<file path="src/rtl/compare_pipeline.sv">
// Two-stage multi-lane RISC-V branch comparator with valid/ready flow control.
// S1 captures the operands, S2 holds the evaluated lane results and reductions.
module compare_pipeline #(
    parameter int DATA_WIDTH = 32,
    parameter int LANES      = 4,
    parameter int TAG_WIDTH  = 8
) (
    input  logic                        clock,
    input  logic                        reset_n,
    input  logic                        in_valid,
    output logic                        in_ready,
    input  logic [2:0]                  in_op,
    input  logic [LANES-1:0]            in_mask,
    input  logic [TAG_WIDTH-1:0]        in_tag,
    input  logic [LANES*DATA_WIDTH-1:0] in_v1,
    input  logic [LANES*DATA_WIDTH-1:0] in_v2,
    output logic                        out_valid,
    input  logic                        out_ready,
    output logic [LANES-1:0]            out_result,
    output logic                        out_any,
    output logic                        out_all,
    output logic                        out_illegal,
    output logic [TAG_WIDTH-1:0]        out_tag
);

    localparam logic [2:0] OP_EQ  = 3'b000;
    localparam logic [2:0] OP_NE  = 3'b001;
    localparam logic [2:0] OP_LT  = 3'b100;
    localparam logic [2:0] OP_GE  = 3'b101;
    localparam logic [2:0] OP_LTU = 3'b110;
    localparam logic [2:0] OP_GEU = 3'b111;

    logic                        s1_valid;
    logic [2:0]                  s1_op;
    logic [LANES-1:0]            s1_mask;
    logic [TAG_WIDTH-1:0]        s1_tag;
    logic [LANES*DATA_WIDTH-1:0] s1_v1;
    logic [LANES*DATA_WIDTH-1:0] s1_v2;

    logic                        s2_adv;
    logic                        s1_adv;

    logic [LANES-1:0]            lane_res;
    logic                        illegal_op;
    logic [DATA_WIDTH-1:0]       lane_a;
    logic [DATA_WIDTH-1:0]       lane_b;
    logic                        lane_hit;

    assign s2_adv   = !out_valid || out_ready;
    assign s1_adv   = !s1_valid || s2_adv;
    assign in_ready = s1_adv;

    always_ff @(posedge clock or negedge reset_n) begin
        if (!reset_n) begin
            s1_valid <= 1'b0;
            s1_op    <= '0;
            s1_mask  <= '0;
            s1_tag   <= '0;
            s1_v1    <= '0;
            s1_v2    <= '0;
        end else if (s1_adv) begin
            s1_valid <= in_valid;
            if (in_valid) begin
                s1_op   <= in_op;
                s1_mask <= in_mask;
                s1_tag  <= in_tag;
                s1_v1   <= in_v1;
                s1_v2   <= in_v2;
            end
        end
    end

    // Illegal funct3 values suppress every lane; masked-off lanes always read 0.
    always_comb begin
        lane_res   = '0;
        lane_a     = '0;
        lane_b     = '0;
        lane_hit   = 1'b0;
        illegal_op = (s1_op == 3'b010) || (s1_op == 3'b011);
        for (int i = 0; i < LANES; i++) begin
            lane_a = s1_v1[i*DATA_WIDTH +: DATA_WIDTH];
            lane_b = s1_v2[i*DATA_WIDTH +: DATA_WIDTH];
            case (s1_op)
                OP_EQ:   lane_hit = (lane_a == lane_b);
                OP_NE:   lane_hit = (lane_a != lane_b);
                OP_LT:   lane_hit = ($signed(lane_a) <  $signed(lane_b));
                OP_GE:   lane_hit = ($signed(lane_a) >= $signed(lane_b));
                OP_LTU:  lane_hit = (lane_a <  lane_b);
                OP_GEU:  lane_hit = (lane_a >= lane_b);
                default: lane_hit = 1'b0;
            endcase
            lane_res[i] = lane_hit && s1_mask[i];
        end
    end

    always_ff @(posedge clock or negedge reset_n) begin
        if (!reset_n) begin
            out_valid   <= 1'b0;
            out_result  <= '0;
            out_any     <= 1'b0;
            out_all     <= 1'b0;
            out_illegal <= 1'b0;
            out_tag     <= '0;
        end else if (s2_adv) begin
            out_valid <= s1_valid;
            if (s1_valid) begin
                out_result  <= lane_res;
                out_any     <= |lane_res;
                out_all     <= (s1_mask != '0) && (lane_res == s1_mask);
                out_illegal <= illegal_op;
                out_tag     <= s1_tag;
            end
        end
    end

endmodule
</file>
<file path="config.mk">
export PLATFORM = sky130hd
export DESIGN_NAME = compare_pipeline
export DESIGN_NICKNAME = d
export VERILOG_FILES = /design/src/rtl/compare_pipeline.sv
export SDC_FILE = /design/constraint.sdc
export NUM_CORES = 1
export LEC_CHECK = 0
export CORE_MARGIN = 2
export CORE_UTILIZATION = 54
export CTS_BUF_LIST = sky130_fd_sc_hd__clkbuf_8
export CTS_CLUSTER_DIAMETER = 120
export DETAILED_ROUTE_END_ITERATION = 6
export GPL_TIMING_DRIVEN = 0
export PLACE_DENSITY = 0.91
export SLEW_MARGIN = 30
export SYNTH_ARGS = -nofsm -noshare
export SYNTH_HDL_FRONTEND = slang
export SYNTH_SLANG_ARGS = --single-unit
</file>
<file path="constraint.sdc">
create_clock -name clock -period 3.06 [get_ports clock]
set_clock_uncertainty 0.05 [all_clocks]
set_input_delay 0.459 -clock clock [delete_from_list [all_inputs] [get_ports clock]]
set_output_delay 0.459 -clock clock [all_outputs]
set_load 0.005 [all_outputs]
</file>
# ---- After elaboration in Yosys (flattened, before gate mapping)
# Cells that the tools add are included.
dict set report word_totals {
  output_inout_bits 17
  in_bits 275
  latch_bits 0
  mem_count 0
  word_cells 63
  romBits 0
  ramBits 0
  ff_bits 288
}
dict set report classes {
  div_mod_pow 0
  n_mul 0
  reduce_logical 15
  shifts 0
  order_cmp 16
  n_bitwise 0
  n_eq_ne 16
  add_sub_neg 0
  muxes 4
}
# cell n
set op_table {}
lappend op_table {{$ge A32 B32 Y1} 8}
lappend op_table {{$lt A32 B32 Y1} 8}
lappend op_table {{$eq A32 B32 Y1} 4}
lappend op_table {{$ne A32 B32 Y1} 4}
lappend op_table {{$pmux W1 S6} 4}
lappend op_table {{$eq A3 B3 Y1 const B} 4}
lappend op_table {{$eq A3 B2 Y1 const B} 2}
lappend op_table {{$logic_and A1 B1 Y1} 5}
lappend op_table {{$eq A4 B4 Y1} 1}
lappend op_table {{$reduce_and A2 Y1} 2}
lappend op_table {{$reduce_bool A4 Y1} 1}
lappend op_table {{$reduce_or A4 Y1} 1}
lappend op_table {{$eq A3 B1 Y1 const B} 1}
lappend op_table {{$logic_not A3 Y1} 1}
lappend op_table {{$logic_or A1 B1 Y1} 3}
lappend op_table {{$logic_not A1 Y1} 2}

# ---- Logic depth before layout (Yosys ltp)
# Gate-level depths: netlist (run 1).
dict set report logic_depth {
  ltp_word 5
  ltp_mapped 10
  mapped_depth_nobuf 10
}

# ---- Least setup slack after synthesis (run 1)
# No wires, ideal clock.
dict set report synth_timing {
  kind {reg2reg}
  startpoint {register s1_v1[46]}
  endpoint {register out_all}
  required_time_ns 2.907
  slack_ns 0.381
  n_path_buf 0
  stages_incl_launch_ff 10
  arrival_ns 2.525
  synth_period_minus_slack_ns 2.679
  setup_time_ns 0.103
  cell_sequence {dfrtp_1 -> ha_1 -> a21oi_1 -> nand2_1 -> a221o_1 -> o31a_1 -> o31a_1 -> a311oi_1 -> a31oi_1 -> o41ai_2}
}
dict set report synth_between {
  elab_chain_cells 5
  word_cells_on_any_way 10
  classes_between {4 x order compare; 3 x eq/ne; 1 x mux; 2 x reduce/logical}
}
# item line_no
set synth_lines {}
lappend synth_lines {{start: declaration} 37} ;# logic [LANES*DATA_WIDTH-1:0] s1_v1;
lappend synth_lines {{start signal: assignment} 67} ;# s1_v1 <= in_v1;
lappend synth_lines {{$ge A32 B32 Y1 (tied with other cells)} 89} ;# OP_GEU: lane_hit = (lane_a >= lane_b);
lappend synth_lines {{$pmux W1 S6 *} 83} ;# case (s1_op)
lappend synth_lines {{$logic_and A1 B1 Y1 *} 92} ;# lane_res[i] = lane_hit && s1_mask[i];
lappend synth_lines {{$eq A4 B4 Y1 *} 109} ;# out_all <= (s1_mask != '0) && (lane_res == s1_mask);
lappend synth_lines {{$logic_and A1 B1 Y1 *} 109}
lappend synth_lines {{end signal: assignment} 109}
lappend synth_lines {{end: declaration} 21} ;# output logic out_all,
# Every way passes the cells marked *; elsewhere a longest branch is shown, timed or not.
# A chain may end at the register's enable or synchronous reset.

# ---- Worst setup path after layout (run 1)
dict set report layout_timing {
  startpoint {register s1_v1[83]}
  endpoint {register out_all}
}
# Same word-level chain as after synthesis.

==> results of run 1 <==
[layout by cell type, fill, tap and decap left out, types with 4 or more instances in the layout]
cell / n
dfrtp_1: 288
clkbuf_1: 32
clkdlybuf4s50_1: 290
a21o_1: 10
nor2b_1: 7
a31oi_1: 6
o31a_1: 4
a211oi_1: 4
nand2_1: 39
o21ai_1: 8
nor2_1: 14
ha_1: 128
mux2_2: 281
inv_1: 152
nand2b_1: 5
nand3_1: 12
a21oi_1: 55
a221o_1: 5
clkbuf_8: 62
nor3_1: 7
o21ai_0: 10
o211ai_1: 4
nand4_1: 33
[worst max-delay path, delay by kind of cell, from the launching register on]
kind | cells | cell delay, ns
flops | 1 | 0.38
mux | 1 | 0.16
fa+ha+maj | 1 | 0.34
compound gates | 6 | 1.54
simple gates | 1 | 0.39
[where the power goes]
| group | leakage (µW) | internal, µW | switching, µW |
|---|---|---|---|
| Clock | 0.000584 | 2060 | 1540 |
| Sequential | 0.00337 | 4400 | 343 |
| Combinational | 0.00461 | 1510 | 1280 |
[cell families (layout without fill, tap and decap cells)]
group / Yosys count / after routing
buffers and inverters: 171 / 549
flip-flops: 288 / 288
AND/OR/NAND/NOR: 139 / 139
adder cells (fa/ha/maj): 128 / 128
AO/OA/AOI/OAI: 134 / 134
other: 0 / 2
multiplexers: 282 / 282
[worst paths after layout]
kind                       slack [ns]               startpoint                      end  cells past startpoint
setup / recovery                 0.09    s1_v1[83]$_DFFE_PN0P_      out_all$_DFFE_PN0P_                      9
max in group asynchronous        1.67                  reset_n    s1_tag[1]$_DFFE_PN0P_                      3
setup reg to reg                 0.09    s1_v1[83]$_DFFE_PN0P_      out_all$_DFFE_PN0P_                      9
min in group clock               0.43  out_illegal$_DFFE_PN0P_  out_illegal$_DFFE_PN0P_                      2
hold reg to reg                  0.43  out_illegal$_DFFE_PN0P_  out_illegal$_DFFE_PN0P_                      2
hold / removal                   0.42                  reset_n    s1_v2[55]$_DFFE_PN0P_                      2
[stage by stage]
step | power (µW) | hold slack [ns]
after floorplan | 6380 | 0.113
after global placement | 7330 | 0.415
after detailed placement | 7530 | 0.428
after CTS | 11200 | 0.405
after global routing | 11800 | 0.418
final | 11100 | 0.417
[sequential cells by signal, summed over array words and instances (netlist names)]
signal       flops
out_all          1
s1_mask          4
s1_v1          128
s1_valid         1
out_valid        1
out_result       4
out_tag          8
s1_tag           8
out_any          1
s1_v2          128
out_illegal      1
s1_op            3
[final cells by class]
cell class	count	area (µm²)
antenna	2	5.00
clock buffer	62	853
fill	1706	7210
tap	335	419
buffer	34	130
clock inverter	21	170
timing repair buffer	295	3010
sequential	288	7210
inverter	137	514
multi-input combinational	683	6470
[per-layer routing]
metal / up-vias / routed length, µm
li1: 4762 / -
met1: 5026 / 14700
met2: 318 / 17700
met3: 96 / 2190
met4: 0 / 1360
met5: - / 0
[timing repair]
action                     4_1_cts  5_1_grt
hold buffers                     1        0
setup buffers                    0        0
hold endpoints to repair        70        0
gates resized for setup          3       11
setup endpoints to repair        3       32
pin swaps                        1        2
==> metrics.md, run 1 <==
| Metric | Value |
|---|---|
| Seq/Total Area, Yosys | `0.505` |
| Critical-path top delay cell | `a2111o_1` |
| PD cells | `593 mW/mm²` |
| Seq cells post-synth | `288` |
| Layout Cells excl Fill | `1857` |
| Setup Viol. Count Final | `0` |
| Clock transition at path regs | `0.07 ns` |
| 1st-pass router iterations | `5` |
| Status | `complete, no violations` |
| XOR/XNOR share of the synthesized area | `0` |
| Crit end category | `flip-flop` |
| Clk buf depth | `3` |
| Critical Path Max Stage Delay | `0.50 ns` |
| Met3 global-route usage | `0.0594` |
| H-tree Lvls | `2` |
| Gr busiest metal | `met2` |
| Core area | `0.0260 mm²` |
| Final HPWL DP | `26.8 mm` |
| Req. time, crit path | `3.48 ns` |
| Nets | `1891` |
| Area leader, netlist | `dfrtp_1` |
| Area Overhead vs Synth | `31.6%` |
| Crit start category | `flip-flop` |
| Maximum clock rate | `0.337 GHz` |
| Std-Cell Rows | `59` |
| Final WS setup | `0.0945 ns` |
| Slew @ Worst Pin | `0.818 ns` |
| 1st-iter DRT viols | `546` |
| Tcrit/Tclk final | `0.969` |
| Top_reg_cell synth | `dfrtp_1` |
| Die height | `167 µm` |
| Post-synthesis cell area | `0.0143 mm²` |
| Global-route wire length before repair | `57.4 mm` |
| # port buffers | `291` |
| Clock latency on the worst-skew pair | `0.57 ns` |
| Adder-cell share of the synthesized area | `0.112` |
| Cell count after placement | `1771` |
| Layout cells sized above 1 | `0.243` |
| CP arrival | `3.38 ns` |
| DRC | `0` |
| Peak supply drop | `0.440 mV` |
| Number of enable flip-flop cells after synthesis | `0` |
| Fraction of registers with async set/reset | `1.00` |
| Compound-Gate Fraction of Synth Area | `0.0613` |
| I/O pin count | `292` |
| WL/cell | `19.3 µm` |
| Area fraction of the dominant cell type after synthesis | `0.505` |
| Max-cap viol count | `0` |
| Post-Syn Nets | `1545` |
| CP Class | `reg2reg` |
| Crit-path max FO | `3` |
| Total die area | `0.0277 mm²` |
| Met2 GRT Util | `0.441` |
| Final hold viol count | `0` |
| Avg Inst Size Synth | `12.5 µm²` |
| Distinct cell type count of the synthesized netlist | `55` |
| Remaining Overflow, GRT | `0` |
| Final RePlAce weighted congestion | `0.809` |
| Total CTS buffers | `49` |
| GRT Overall Usage | `0.258` |
| Ys Warns | `0` |
| Via count | `10200` |
| # clock sinks | `288` |
| Setup_tns | `0 ns` |
| Cells after Synth | `1142` |
| Largest net degree at the start of global routing | `89` |
| Hold Path Class | `in2async` |
| Synth top area cells | `dfrtp_1 51%, mux2_2 22%, ha_1 11%` |
| Cell Area, Placed | `0.0177 mm²` |
| Post-Route WL | `35.9 mm` |
| LEAKAGE | `0.00856 µW` |
| Worst-path cell chain | `ha_1 -> a21oi_1 -> o21ai_1 -> a221o_1 -> a2111o_1 -> mux2i_1 -> nor4b_2 -> o22ai_1 -> o41ai_2` |
| Fin. max-slew vios | `0` |
| Multiplexer area fraction after synthesis | `0.222` |
| Min cycle time layout | `2.97 ns` |
| M1 GR Usage | `0.316` |
| RSZ-0062 raised after global routing | `yes` |
| Synth Area in Simple Gates | `0.0538` |
| Final instance area | `0.0188 mm²` |
| Initial Util | `0.549` |
| Largest family of logic cells by synthesized area | `multiplexers` |
| Pre-CTS setup slack | `-0.530 ns` |
| Initial antenna violation count | `3` |
| Root buf cell | `clkbuf_8` |
| CTS tree | `yes` |
| Cell with the most instances after synthesis | `dfrtp_1` |
| Relative slew slack | `0.450` |
| Routed vias/inst | `5.49` |
| Final ANT Viol Nets | `0` |
| Vias in the first global route | `11300` |
| Finished Core Util | `0.723` |
| Synth top cells by count | `288 x dfrtp_1, 281 x mux2_2, 136 x inv_1, 128 x ha_1, 56 x a21oi_1` |
| Die W | `167 µm` |
(Power assumes the default switching activity.)
==> inputs of run 2 (changes only) <==
- CAP_MARGIN: unset -> 10
==> results of run 2 <==
The final DEF is identical to that of run 1; final timing and power are the same.
==> inputs of run 3 (changes only) <==
- CTS_CLUSTER_DIAMETER: 120 -> 200
- CTS_CLUSTER_SIZE: unset -> 40
==> run 3 against run 2 <==
  * First-iteration DRC count grew 2.7%
  * Clock-buffer cell count fell by 51
  * Combinational power is essentially flat
  * Non-clock buffer count unchanged
  * Via count down 3.2%
  * Sequential power is essentially flat
  * Sequential share of layout area grew 1.8 points
  * Total power shrank 20%
  * Setup slack worse by 0.0096 ns
  * Flip-flop and latch count is the same
  * Register-to-register slack barely moved
  * Maximum frequency decreased by 0.32%
  * Critical endpoint unchanged
  * Largest power group unchanged
==> metrics.md, run 3 (synthesis results as in run 1) <==
| Metric | Value |
|---|---|
| Setup Viol. Count Final | `0` |
| Final Power | `8950 µW` |
| Cell count after placement | `1771` |
| Clock latency on the worst-skew pair | `0.56 ns` |
| Final HPWL DP | `26.8 mm` |
| RSZ-0062 raised after global routing | `yes` |
| Total die area | `0.0277 mm²` |
| Most common cell after layout, fill and taps aside | `clkdlybuf4s50_1` |
| LEAKAGE | `0.00808 µW` |
| PD cells | `499 mW/mm²` |
| Maximum clock rate | `0.336 GHz` |
| Slew @ Worst Pin | `0.845 ns` |
| Vias in the first global route | `10800` |
| Commonest non-fill, non-tap cells in the layout | `290 x clkdlybuf4s50_1, 288 x dfrtp_1, 281 x mux2_2` |
| Clock transition at path regs | `0.22 ns` |
| Crit start category | `flip-flop` |
| 1st-pass router iterations | `4` |
| DRC | `0` |
| Relative slew slack | `0.432` |
| Nets | `1853` |
| Largest net degree at the start of global routing | `89` |
| Fillers | `1808` |
| Fin. max-slew vios | `0` |
| Status | `complete, no violations` |
| WL met2 | `16.9 mm` |
| Area Overhead vs Synth | `25.8%` |
| CP Class | `reg2reg` |
| CP arrival | `3.41 ns` |
| # port buffers | `291` |
| Met3 routed wirelength | `1.95 mm` |
| GRT Overall Usage | `0.243` |
| Final hold viol count | `0` |
| 1st-iter DRT viols | `561` |
| Root buf cell | `clkbuf_8` |
| H-tree Lvls | `1` |
| Req. time, crit path | `3.50 ns` |
| Hold Path Class | `in2async` |
| WL/cell | `19.1 µm` |
| Remaining Overflow, GRT | `0` |
| Met1 WL | `14.2 mm` |
| Global-route wire length before repair | `54.5 mm` |
| Peak supply drop | `0.491 mV` |
| Routed vias/inst | `5.53` |
| Post-CTS Setup Bufs | `0` |
| Largest regs | `s1_v1 (128), s1_v2 (128)` |
| CTS tree | `yes` |
| Std-Cell Rows | `59` |
| Top layer in use | `met4` |
| Crit end category | `flip-flop` |
| Layout cells sized above 1 | `0.218` |
| Die height | `167 µm` |
| Initial Util | `0.549` |
| Core area | `0.0260 mm²` |
| Max-cap viol count | `0` |
| Via count | `9875` |
| I/O pin count | `292` |
| Final RePlAce weighted congestion | `0.809` |
| Clk buf depth | `3` |
| # clock sinks | `288` |
| Tcrit/Tclk final | `0.972` |
| Initial antenna violation count | `2` |
| Post-Route WL | `34.0 mm` |
| Die W | `167 µm` |
| Crit-path max FO | `3` |
| Layout Cells excl Fill | `1785` |
| Min cycle time layout | `2.98 ns` |
| Total CTS buffers | `11` |
| Final ANT Viol Nets | `0` |
## run 3: per-stage QoR
step	setup TNS, ns	worst slack, ns	instance area [µm²]	util	hold slack [ns]
global placement	-3178.55	-10.81	17600	0.677	0.415
detailed placement	-79.63	-0.530	17700	0.681	0.428
CTS	0	0.0138	17900	0.689	0.376
global route	-0.0492	-0.0492	18000	0.691	0.382
finish	0	0.0848	18000	0.691	0.374
floorplan	0	0.381	14300	-	0.113
## run 3: worst paths after layout
| check | from | endpoint | slack, ns | cells past startpoint |
|---|---|---|---|---|
| max | s1_v1[83]$_DFFE_PN0P_ | out_all$_DFFE_PN0P_ | 0.08 | 9 |
| min | reset_n | s1_v2[55]$_DFFE_PN0P_ | 0.37 | 2 |
| max reg2reg | s1_v1[83]$_DFFE_PN0P_ | out_all$_DFFE_PN0P_ | 0.08 | 9 |
| min reg2reg | s1_tag[2]$_DFFE_PN0P_ | out_tag[2]$_DFFE_PN0P_ | 0.39 | 1 |
| max in group asynchronous | reset_n | s1_v2[20]$_DFFE_PN0P_ | 1.62 | 3 |
| min in group clock | s1_tag[2]$_DFFE_PN0P_ | out_tag[2]$_DFFE_PN0P_ | 0.39 | 1 |
## run 3: layer usage
metal,GRT usage,up-vias
met5,0,-
li1,-,4644
met1,0.307,4910
met4,0.0720,0
met2,0.429,263
met3,0.0425,58
## run 3: where the power goes
part	switching [µW]	internal (µW)	total (µW)
clock	1120	352	1470
combinational	1260	1500	2770
sequential	333	4380	4720
## run 3: repair_timing
action	CTS	global route
gates resized for setup	5	9
hold buffers	1	0
setup endpoints to repair	5	8
hold endpoints to repair	70	0
pin swaps	1	4
## run 3: layout make-up
class	instances	area [µm²]	share of cell area
antenna	1	2.50	0.000139
multi-input combinational	683	6480	0.361
tap	335	419	0.0233
clock inverter	1	30.0	0.00167
sequential	288	7210	0.401
timing repair buffer	295	3010	0.168
clock buffer	11	151	0.00843
inverter	137	514	0.0286
buffer	34	131	0.00732
## run 3: worst max-delay path: stages (launching register included)
cell and delay [ns]:
dfrtp_1 0.43, ha_1 0.33, a21oi_1 0.15, o21ai_1 0.09, a221o_1 0.38, a2111o_1 0.50
mux2i_1 0.16, nor4b_2 0.38, o22ai_1 0.14, o41ai_2 0.29
